File: config.mk
export PLATFORM = sky130hd
export DESIGN_NAME = ysyx_23060180_mem_arbiter
export DESIGN_NICKNAME = d
export VERILOG_FILES = /design/src/rtl/ysyx_23060180_mem_pkg.sv /design/src/rtl/ysyx_23060180_rr_arb2.sv /design/src/rtl/ysyx_23060180_mem_arbiter.sv
export SDC_FILE = /design/constraint.sdc
export NUM_CORES = 1
export LEC_CHECK = 0
export CAP_MARGIN = 25
export CORE_AREA = 2 2 107 109
export CTS_CLUSTER_SIZE = 14
export DETAILED_ROUTE_END_ITERATION = 10
export DIE_AREA = 0 0 109 111
export PLACE_DENSITY = 0.73
export SKIP_CTS_REPAIR_TIMING = 1
export SYNTH_ARGS = -nofsm -noshare
export SYNTH_HDL_FRONTEND = slang
export SYNTH_SLANG_ARGS = --single-unit
File: constraint.sdc
create_clock -name clk -period 2 [get_ports clk]
set_input_delay 0.2 -clock clk [delete_from_list [all_inputs] [get_ports clk]]
set_output_delay 0.2 -clock clk [all_outputs]
set_load 0.1 [all_outputs]
File: src/rtl/ysyx_23060180_mem_pkg.sv
// Shared types and constants for the core memory-port arbiter.
package ysyx_23060180_mem_pkg;

  typedef enum logic {
    IDLE    = 1'b0,
    RD_WAIT = 1'b1
  } state_t;

  localparam logic REQ_IFU = 1'b0;
  localparam logic REQ_LSU = 1'b1;

  localparam logic [31:0] RESET_PC = 32'h8000_0000;

endpackage

File: src/rtl/ysyx_23060180_rr_arb2.sv
// Two-way round-robin picker; on a tie the requester not granted last wins.
module ysyx_23060180_rr_arb2
  import ysyx_23060180_mem_pkg::*;
(
  input  logic       clk,
  input  logic       rst,
  input  logic       en,
  input  logic [1:0] req,
  output logic [1:0] gnt
);

  logic rr_last;

  always_comb begin
    gnt = 2'b00;
    if (en) begin
      if (req[REQ_IFU] && req[REQ_LSU]) begin
        if (rr_last == REQ_LSU) gnt[REQ_IFU] = 1'b1;
        else                    gnt[REQ_LSU] = 1'b1;
      end else begin
        gnt = req;
      end
    end
  end

  always_ff @(posedge clk or posedge rst) begin
    if (rst)               rr_last <= REQ_LSU;
    else if (gnt[REQ_IFU]) rr_last <= REQ_IFU;
    else if (gnt[REQ_LSU]) rr_last <= REQ_LSU;
  end

endmodule

File: src/rtl/ysyx_23060180_mem_arbiter.sv
// Shares one memory port between IFU reads and LSU reads/writes, with at most
// one read in flight and fixed-latency read data routed back to its owner.
module ysyx_23060180_mem_arbiter
  import ysyx_23060180_mem_pkg::*;
#(
  parameter int ADDR_W = 32,
  parameter int DATA_W = 32,
  parameter int RD_LAT = 1
) (
  input  logic                clk,
  input  logic                rst,
  input  logic                ifu_req,
  input  logic [ADDR_W-1:0]   ifu_addr,
  output logic                ifu_gnt,
  output logic                ifu_rvalid,
  output logic [DATA_W-1:0]   ifu_rdata,
  input  logic                lsu_req,
  input  logic                lsu_we,
  input  logic [ADDR_W-1:0]   lsu_addr,
  input  logic [DATA_W-1:0]   lsu_wdata,
  input  logic [DATA_W/8-1:0] lsu_wmask,
  output logic                lsu_gnt,
  output logic                lsu_rvalid,
  output logic [DATA_W-1:0]   lsu_rdata,
  output logic                lsu_wdone,
  output logic                mem_rd,
  output logic                mem_wr,
  output logic [ADDR_W-1:0]   mem_addr,
  output logic [DATA_W-1:0]   mem_wdata,
  output logic [DATA_W/8-1:0] mem_wmask,
  input  logic [DATA_W-1:0]   mem_rdata,
  output logic                busy
);

  localparam int CNT_W = 3;
  localparam logic [CNT_W-1:0] LAT = CNT_W'(RD_LAT);

  state_t            state, state_next;
  logic [CNT_W-1:0]  cnt;
  logic              owner;
  logic [DATA_W-1:0] rdata_q;
  logic [1:0]        gnt;
  logic              rd_grant;
  logic              resp;

  // Arbitration is frozen while reset is held so nothing reaches memory.
  ysyx_23060180_rr_arb2 u_arb (
    .clk (clk),
    .rst (rst),
    .en  ((state == IDLE) && !rst),
    .req ({lsu_req, ifu_req}),
    .gnt (gnt)
  );

  assign ifu_gnt  = gnt[REQ_IFU];
  assign lsu_gnt  = gnt[REQ_LSU];
  assign rd_grant = ifu_gnt || (lsu_gnt && !lsu_we);
  assign resp     = (state == RD_WAIT) && (cnt == LAT);

  always_ff @(posedge clk or posedge rst) begin
    if (rst) state <= IDLE;
    else     state <= state_next;
  end

  always_comb begin
    state_next = state;
    case (state)
      IDLE:    if (rd_grant) state_next = RD_WAIT;
      RD_WAIT: if (resp)     state_next = IDLE;
      default: state_next = IDLE;
    endcase
  end

  always_ff @(posedge clk or posedge rst) begin
    if (rst) begin
      cnt       <= '0;
      owner     <= REQ_IFU;
      rdata_q   <= '0;
      lsu_wdone <= 1'b0;
    end else begin
      lsu_wdone <= mem_wr;
      if (rd_grant) begin
        cnt   <= CNT_W'(1);
        owner <= ifu_gnt ? REQ_IFU : REQ_LSU;
      end else if (state == RD_WAIT && !resp) begin
        cnt <= cnt + CNT_W'(1);
      end
      if (resp) rdata_q <= mem_rdata;
    end
  end

  always_comb begin
    mem_rd     = 1'b0;
    mem_wr     = 1'b0;
    mem_addr   = '0;
    mem_wdata  = '0;
    mem_wmask  = '0;
    if (ifu_gnt) begin
      mem_rd   = 1'b1;
      mem_addr = ifu_addr;
    end else if (lsu_gnt) begin
      mem_rd    = !lsu_we;
      mem_wr    = lsu_we;
      mem_addr  = lsu_addr;
      mem_wdata = lsu_wdata;
      mem_wmask = lsu_wmask;
    end
    ifu_rvalid = resp && (owner == REQ_IFU);
    lsu_rvalid = resp && (owner == REQ_LSU);
    ifu_rdata  = ifu_rvalid ? mem_rdata : rdata_q;
    lsu_rdata  = lsu_rvalid ? mem_rdata : rdata_q;
    busy       = (state != IDLE);
  end

endmodule

==> metrics.csv <==
stage,metric,value,unit
logic_synthesis,syn_area,0.00297,mm^2
sta,rsz0062_at_grt,yes,
cells_and_area,final_nets,709,
critical_path,worstSetupStartpointType,flip-flop,
cells_and_area,syn2layout_area_growth,187,%
critical_path,path_cells,inv_2 > ha_4 > nand3b_4 > nor2_4 > buf_12 > clkbuf_16 > mux2_4 > buf_12,
sta,clock-skew-final,0.00367,ns
sta,slew_violations,0,
critical_path,crit_type,flip-flop to output pin,
logic_synthesis,async_reset_ff_frac,1.00,
sta,setup_ws,-0.143,ns
sta,worst_slew_pin_slew,0.440,ns
grt,grt_pass1_vias,3473,
logic_synthesis,synth_edf_count,0,
critical_path,crit_buf_inv,4,
placed_design,io_buffers,276,
route,drt_iter0_markers,148,
cts,cts_made_buffers,5,
logic_synthesis,synth_nets,398,
cells_and_area,fill_cells,616,
cts,cts_tree,built,
route,avgRoutedWirePerCell,21.5,um
cts,htreeDepth,2,
critical_path,crit_family,buffers and inverters,
floorplanning,initial_utilization,0.268,
logic_synthesis,yosysTopAreaCell,dfrtp_1,
route,ant_nets,0,
grt,overflow,0,
sta,slew_headroom,0.706,
critical_path,cp_max_fo,5,
route,num_vias,3468,
placed_design,placed_cell_area,0.00781,mm^2
grt,grt_first_pass_wirelength,20200,um
worst_hold_path,min_path_type,primary input to async pin,
placed_design,dpl.hpwl,11700,um
critical_path,worst_path_max_delay_cell,dfrtp_1,
route,via_per_inst,4.86,
route,drc_errors,0,
sta,fmax,0.467,GHz
route,dr.pass1.iters,6,
floorplanning,die_h,111,um
logic_synthesis,ys_seq_area_frac,0.329,
logic_synthesis,synthCells,259,
cells_and_area,utilization,0.770,
cells_and_area,fin_area,0.00853,mm^2
status,violations,negative setup slack,
logic_synthesis,yosys_warnings,0,
grt,grtUsageTotal,0.224,
sta,setup_tns,-6.50,ns
cells_and_area,diodes,0,
floorplanning,rows,39,
sta,finalCriticalPeriod,2.14,ns
critical_path,reg2reg_slack,0.35,ns
cts,cts_buffer_depth,2,
critical_path,setup.worst_path.end_class,output pin,
floorplanning,core,0.0111,mm^2
floorplanning,io_pins,277,
floorplanning,dieArea,0.0121,mm^2
sta,fin_crit_sh,1.07,
sta,hold_viol_final,0,
run,drv_cap,0,
critical_path,worstPathRequired,1.80,ns
placed_design,gp_congestion,0.886,
logic_synthesis,synth_top_area_frac,0.320,
logic_synthesis,synthFlopType,dfrtp_1,
logic_synthesis,ys_top_cells_by_area,"dfrtp_1 (32%), mux2_2 (25%), mux2_1 (11%)",
floorplanning,chipWidth,109,um
grt,grt_max_degree,33,
logic_synthesis,synth_cell_types,28,
critical_path,cpMostUsedCell,buf_12,
cells_and_area,final_cell_count_no_fill,714,
logic_synthesis,ys_ff_latch,39,
cells_and_area,drive_above_1_share,0.655,
route,finalWirelength,15400,um
logic_synthesis,synth.avg_cell_area,11.5,um^2
status,status,"complete, but fails checks",
grt,grt_antenna_before_repair,0,
placed_design,dp_cells,673,
cts,path_clk_slew,0.06,ns
cts,clockRootBuffer,clkbuf_16,
critical_path,slowest_delay,0.40,ns
cts,clock-sinks,39,
cts,clk_latency,0.28,ns
sta,setup-violations-final,124,
critical_path,arrival,1.94,ns
==> layout make-up <==
cell class                      count  area, um^2  area share
Timing Repair Buffer              324        4830       0.566
Multi-Input combinational cell    196        2370       0.278
Sequential cell                    39         982       0.115
Tap cell                          143         179      0.0210
Clock buffer                        8         156      0.0183
Inverter                            4        15.0     0.00176
==> stage by stage <==
stage	hold WS [ns]	setup WS, ns
after floorplan	0.270	-0.111
after global placement	0.501	0.0620
after detailed placement	0.514	0.0145
after CTS	0.528	-0.279
after global routing	0.544	-0.200
final	0.526	-0.143
==> layout by cell type, fill, tap and decap left out, drive strengths merged <==
cell type / n
a21oi: 3
a221oi: 1
a22o: 33
a22oi: 1
a31oi: 1
a41oi: 1
and2: 37
and3: 6
buf: 178
clkbuf: 18
clkdlybuf4s50: 136
dfrtp: 38
dfstp: 1
ha: 2
inv: 4
mux2: 96
mux2i: 1
nand2: 3
nand2b: 2
nand3b: 1
nand4b: 1
nor2: 4
nor3: 1
o2bb2ai: 1
o31ai: 1
==> state kept, by name (all words and copies together), names as in the netlist <==
signal and cells:
owner 1, cnt 3, rdata_q 32, busy 1, lsu_wdone 1, u_arb.rr_last 1
==> path summary, 6_finish.rpt <==
path | from | end | cells past startpoint
setup / recovery | cnt[1] | ifu_rdata[25] | 8
hold reg to reg | rdata_q[20] | rdata_q[20] | 1
min in group clk | rdata_q[20] | rdata_q[20] | 1
hold / removal | rst | lsu_wdone | 4
max in group asynchronous | rst | u_arb.rr_last | 4
setup reg to reg | cnt[0] | rdata_q[5] | 4
==> logic make-up after synthesis <==
logic type,share of synthesized area
compound gates,0.118
buf+inv,0.0598
mux,0.367
fa+ha+maj,0.00842
flops,0.329
simple gates,0.118
==> cells in the mapped netlist (2+ instances only) <==
cell / count
mux2_2: 67
buf_4: 6
nand2_1: 3
and2_1: 37
nand2b_1: 2
buf_6: 6
dfrtp_1: 38
ha_1: 2
a21oi_1: 3
nor2_1: 2
nor2_4: 2
and3_1: 4
clkbuf_2: 2
mux2_1: 29
a22o_1: 33
inv_1: 4
buf_2: 8
==> worst register-to-register path, stage by stage, from the launching register on <==
cell and delay (ns):
dfrtp_2 0.44, ha_4 0.19, nand3b_4 0.09, buf_4 0.40
mux2_2 0.42
==> per-layer routing <==
layer | vias up | track usage | share of wire
met5 | - | 0 | 0
met4 | 0 | 0.0761 | 0.029
met3 | 24 | 0.0688 | 0.075
met2 | 160 | 0.422 | 0.55
met1 | 1704 | 0.229 | 0.34
li1 | 1580 | - | -
Power is left out: the tool's default activity adds up to more than one toggle a clock period on the data nets, which glitch-free logic cannot reach.
